File: src/rtl/fetch_queue_unit.sv
// Fetch stage: PC generator, single-outstanding instruction-bus request
// engine and an in-order instruction queue feeding decode.
package fetch_queue_unit_pkg;
   typedef struct packed {
      logic        valid;
      logic [31:0] addr;
   } ibus_req_t;

   typedef struct packed {
      logic        addr_ok;
      logic        data_ok;
      logic [31:0] data;
   } ibus_resp_t;

   typedef struct packed {
      logic [31:0] pc;
      logic [31:0] instr;
      logic        adel;
   } fq_entry_t;
endpackage

module fetch_queue_unit
   import fetch_queue_unit_pkg::*;
#(
   parameter int          DEPTH    = 4,
   parameter logic [31:0] RESET_PC = 32'hbfc0_0000
) (
   input  logic        clk,
   input  logic        resetn,
   output ibus_req_t   ireq,
   input  ibus_resp_t  iresp,
   input  logic        redirect_valid,
   input  logic [31:0] redirect_pc,
   output logic        out_valid,
   input  logic        out_ready,
   output logic [31:0] out_pc,
   output logic [31:0] out_instr,
   output logic        out_adel,
   output logic [31:0] out_badvaddr
);
   localparam int PTR_W = $clog2(DEPTH);
   localparam logic [PTR_W+1:0] DEPTH_W = (PTR_W+2)'(DEPTH);

   typedef enum logic [1:0] {IDLE, REQ, WAIT, HALT} state_t;

   state_t             state, state_n;
   logic [31:0]        fetch_pc, fetch_pc_n;
   logic [31:0]        req_addr, req_addr_n;
   logic               discard, discard_n;
   logic               push, pop, credit, inflight;
   fq_entry_t          push_ent, head;
   fq_entry_t          mem [DEPTH];
   logic [PTR_W-1:0]   rd_ptr, wr_ptr;
   logic [PTR_W:0]     count;

   // A request in REQ or WAIT already owns a queue slot for its response.
   assign inflight = (state == REQ) || (state == WAIT);
   assign credit   = ({1'b0, count} + {{(PTR_W+1){1'b0}}, inflight}) < DEPTH_W;
   assign pop      = out_valid && out_ready && !redirect_valid;

   // Engine register: fetch PC, latched request address, discard flag.
   always_ff @(posedge clk) begin
      if (!resetn) begin
         state    <= IDLE;
         fetch_pc <= RESET_PC;
         req_addr <= 32'h0;
         discard  <= 1'b0;
      end else begin
         state    <= state_n;
         fetch_pc <= fetch_pc_n;
         req_addr <= req_addr_n;
         discard  <= discard_n;
      end
   end

   // Next-state logic; redirect overrides everything after the normal step.
   always_comb begin
      state_n    = state;
      fetch_pc_n = fetch_pc;
      req_addr_n = req_addr;
      discard_n  = discard;
      push       = 1'b0;
      push_ent   = '{pc: req_addr, instr: iresp.data, adel: 1'b0};
      case (state)
         IDLE: begin
            if (credit) begin
               if (fetch_pc[1:0] != 2'b00) begin
                  // Misaligned PC becomes a tagged entry, never a bus request.
                  push     = 1'b1;
                  push_ent = '{pc: fetch_pc, instr: 32'h0, adel: 1'b1};
                  state_n  = HALT;
               end else begin
                  req_addr_n = fetch_pc;
                  state_n    = REQ;
               end
            end
         end
         REQ: begin
            if (iresp.addr_ok) begin
               if (!discard) fetch_pc_n = fetch_pc + 32'd4;
               if (iresp.data_ok) begin
                  push      = !discard;
                  discard_n = 1'b0;
                  state_n   = IDLE;
               end else begin
                  state_n = WAIT;
               end
            end
         end
         WAIT: begin
            if (iresp.data_ok) begin
               push      = !discard;
               discard_n = 1'b0;
               state_n   = IDLE;
            end
         end
         default: ;
      endcase
      if (redirect_valid) begin
         fetch_pc_n = redirect_pc;
         push       = 1'b0;
         case (state)
            // Bus request must stay up until accepted; mark its answer stale.
            REQ:     discard_n = !(iresp.addr_ok && iresp.data_ok);
            WAIT:    discard_n = !iresp.data_ok;
            default: state_n   = IDLE;
         endcase
      end
   end

   // Queue pointers and occupancy; a redirect empties the queue.
   always_ff @(posedge clk) begin
      if (!resetn || redirect_valid) begin
         rd_ptr <= '0;
         wr_ptr <= '0;
         count  <= '0;
      end else begin
         if (push) wr_ptr <= wr_ptr + 1'b1;
         if (pop)  rd_ptr <= rd_ptr + 1'b1;
         case ({push, pop})
            2'b10:   count <= count + 1'b1;
            2'b01:   count <= count - 1'b1;
            default: count <= count;
         endcase
      end
   end

   // Queue storage; contents are only visible through out_valid gating.
   always_ff @(posedge clk) begin
      if (resetn && push) mem[wr_ptr] <= push_ent;
   end

   // Registered-state-only outputs, zero while the queue is empty.
   always_comb begin
      head         = mem[rd_ptr];
      out_valid    = (count != '0);
      out_pc       = out_valid ? head.pc : 32'h0;
      out_instr    = out_valid ? head.instr : 32'h0;
      out_adel     = out_valid && head.adel;
      out_badvaddr = (out_valid && head.adel) ? head.pc : 32'h0;
      ireq.valid   = (state == REQ);
      ireq.addr    = (state == REQ) ? req_addr : 32'h0;
   end
endmodule

File: config.mk
export PLATFORM = sky130hd
export DESIGN_NAME = fetch_queue_unit
export DESIGN_NICKNAME = d
export VERILOG_FILES = /design/src/rtl/fetch_queue_unit.sv
export SDC_FILE = /design/constraint.sdc
export NUM_CORES = 1
export LEC_CHECK = 0
export BUFFER_PORTS_ARGS = -buffer_cell sky130_fd_sc_hd__buf_2
export CELL_PAD_IN_SITES_DETAIL_PLACEMENT = 1
export CELL_PAD_IN_SITES_GLOBAL_PLACEMENT = 1
export CORE_MARGIN = 1.5
export CORE_UTILIZATION = 47
export CTS_CLUSTER_SIZE = 28
export DETAILED_ROUTE_END_ITERATION = 12
export PLACE_DENSITY_LB_ADDON = 0.3
export SLEW_MARGIN = 25
export SYNTH_ARGS = -nofsm -noshare
export SYNTH_HDL_FRONTEND = slang
export SYNTH_SLANG_ARGS = --single-unit
File: constraint.sdc
create_clock -name clk -period 4.5 [get_ports clk]
set_input_delay 0.9 -clock clk [delete_from_list [all_inputs] [get_ports clk]]
set_output_delay 0.9 -clock clk [all_outputs]
set_load 0.05 [all_outputs]
==> results.ini <==
[cts]
ctsResizeCount=0
cts_sinks=336
cts_made_buffers=36
clockBufferDepth=3
clk_pin_slew_ps=60
htree_num_levels=2
clock_latency_ps=510
clockRootBuffer=clkbuf_16
holdBufCountCts=0
cts_setup_buffers=0
cts_tree=built

[die]
ios=201
die_h_um=179
initial_core_util_pct=47.8
dieArea_um2=32200
row_count=64
die_x_um=179
coreArea_um2=30600

[critical_path]
startpoint_type=flip-flop
cp_cell_sequence=buf_4, mux4_2, and2_1, nor2b_1, buf_2
cpPeakStageDelay_ps=660
critical_path_class=reg2out
end_kind=primary output
worstPathRequired_ps=3600
crit_cells=5
path_delay_family=buffers and inverters
path_buf_inv=2
reg2reg_depth=7
crit_fanout=34
crit_arrival_ps=2710
crit_slowest_cell=dfxtp_4

[timing]
hold_viol=0
hold_slack_ps=473
finalSetupViolCount=0
relSlewSlack_pct=47.1
tns_ps=0
period_share_pct=80.1
drv_slew=0
tightest_slew_ps=788
rsz0062_at_grt=false
min_period_ps=3610
clock_skew_ps=10.5
fmax_mhz=277

[logic_synthesis]
synth_cells=1029
synth_top_family_by_area=simple AND/OR/NAND/NOR gates
synth_edf_count=260
yosys_warnings=0
ys_types=53
syn_avg_cell_area_um2=14.2
synthSimpleGateAreaFrac_pct=14.1
ys_ff_latch=336
synth_top_flop_cell=edfxtp_1
synthArstFlopShare_pct=0
syn-cell-area_um2=14600
synth_fa_ha_area_share_pct=0.993
synthMuxAreaShare_pct=12.2
synth_nets=1110
synth-xor-area-share_pct=0.839
yosysSeqAreaShare_pct=63.8
synth_compound_area_share_pct=5.57

[detailed_routing]
drt_pass1_iterations=4
drt_wl_total_mm=34.3
drc=0
routedWlPerCell_um=21.0
vias=8997
routed_via_density=5.50
dr.first_iter.drc_count=508
final_antenna_net_count=0

[layout]
fillers=3069
fin_cells=1637
fin_util_pct=56.2
final_area_um2=17200
regArea_um2=9340
syn_to_final_growth_pct=17.5
drive_gt1_share_pct=29.7
num-nets-final=1294
multi_input_area_um2=4970

[global_route]
grt_util_met1_pct=30.5
grt-ovfl-total=0
use_met2_pct=35.5
antenna_found_initial=0
grt_usage_pct=21.4
grt_pass1_wl_mm=52.4
grt_max_degree=88
grtUsageMet3_pct=2.76
top_usage_layer=met2
grt_pass1_vias=9110

[placed_design]
post_dp_cell_area_um2=16100
dp_hpwl_mm=21.8
io_buffers=200
gp_congestion=0.779
dp.cells=1570

[power]
p_leak_uw=0.00630
ir_drop_mv=0.220
pwr_density_cell_nw_per_um2=411

[worst_hold_path]
whs_path_depth=2
hold_class=reg2reg

[outcome]
status=finished clean

[run]
maxCapViolations=0

-- metrics by stage --
stage	setup slack, ps	power, µW
6_report	895	7060
5_1_grt	755	7290
4_1_cts	659	7120
3_5_place_dp	1080	4340
3_3_place_gp	1180	4310
2_1_floorplan	884	4090
-- cell type report --
| class | instances | area share (%) |
|---|---|---|
| Clock inverter | 16 | 0.743 |
| Timing Repair Buffer | 215 | 6.96 |
| Clock buffer | 49 | 5.65 |
| Tap cell | 396 | 2.88 |
| Inverter | 23 | 0.502 |
| Multi-Input combinational cell | 601 | 28.9 |
| Sequential cell | 336 | 54.3 |
| Antenna cell | 1 | 0.0146 |
-- registers in the layout, indices dropped and copies added (netlist names), named ones only --
register	cells
mem	260
fetch_pc	32
req_addr	32
count	3
rd_ptr	2
state	2
wr_ptr	2
discard	1
-- layout by cell type (no fill, tap or decap), drive strengths merged, types with 11 or more instances in the layout --
master	instances
buf	215
nor4	14
inv	25
clkbuf	49
nand2	82
o311a	11
mux2	27
edfxtp	260
mux4	64
a21oi	16
nand3	22
o21ai	26
nor2	20
a21boi	31
nor2b	38
and2	134
dfxtp	76
clkinv	12
-- cell usage after synthesis (all sizes together) (4+ instances only) --
cell    instances  area share [%]
edfxtp        260              53
and2          134             5.7
nand2          82             2.1
dfxtp          76              10
mux4           64             9.9
clkbuf         50             1.3
nor2b          38             1.6
a21boi         31             1.6
mux2           27             2.1
o21ai          26            0.89
inv            23            0.59
nand3          22            0.75
nor2           20            0.51
buf            19            0.62
a21oi          16            0.55
nor4           14            0.60
o311a          11            0.75
ha             10            0.86
xnor2          10            0.60
a311oi          8            0.48
nand4           8            0.39
and4            7            0.42
nor3            7            0.24
and3            6            0.26
nand2b          6            0.26
mux2i           4            0.27
or3             4            0.17
or4             4            0.23
xor2            4            0.24
-- worst paths after layout --
check | from | end | slack (ps)
max | flip-flop | out_badvaddr[6] | 890
min | req_addr[25]$_SDFFE_PN0P_ | req_addr[25]$_SDFFE_PN0P_ | 470
min reg2reg | req_addr[25]$_SDFFE_PN0P_ | req_addr[25]$_SDFFE_PN0P_ | 470
max reg2reg | state[0]$_SDFF_PN0_ | mem[0][5]$_DFFE_PP_ | 1130
-- routing by layer --
metal,share of wire (%),vias to the layer above
met5,0,-
met4,0.91,0
met3,4.4,26
met2,48,210
met1,46,4540
li1,-,4221
-- logic make-up after synthesis --
| logic type | after synthesis |
|---|---|
| AOI/OAI and AO/OA | 115 |
| xor gates and xnor gates | 14 |
| adders and majority gates | 11 |
| buffers and inverters | 92 |
| DFF | 336 |
| muxes | 95 |
| and+or+nand+nor | 366 |
-- power by group --
| part | total (µW) | leakage, µW | switching (µW) | internal (µW) |
|---|---|---|---|---|
| Combinational | 729 | 0.00276 | 498 | 231 |
| Clock | 2780 | 0.000536 | 1150 | 1630 |
| Sequential | 3550 | 0.00301 | 69.4 | 3480 |
-- worst register-to-register path: stages, from the launching register on --
cell and delay (ps):
dfxtp_1 400, inv_1 80, ha_1 350, a31oi_1 540, a32oi_1 310, nor3_1 430, and2_4 620, buf_12 310
Power figures use the tool's default switching activity.
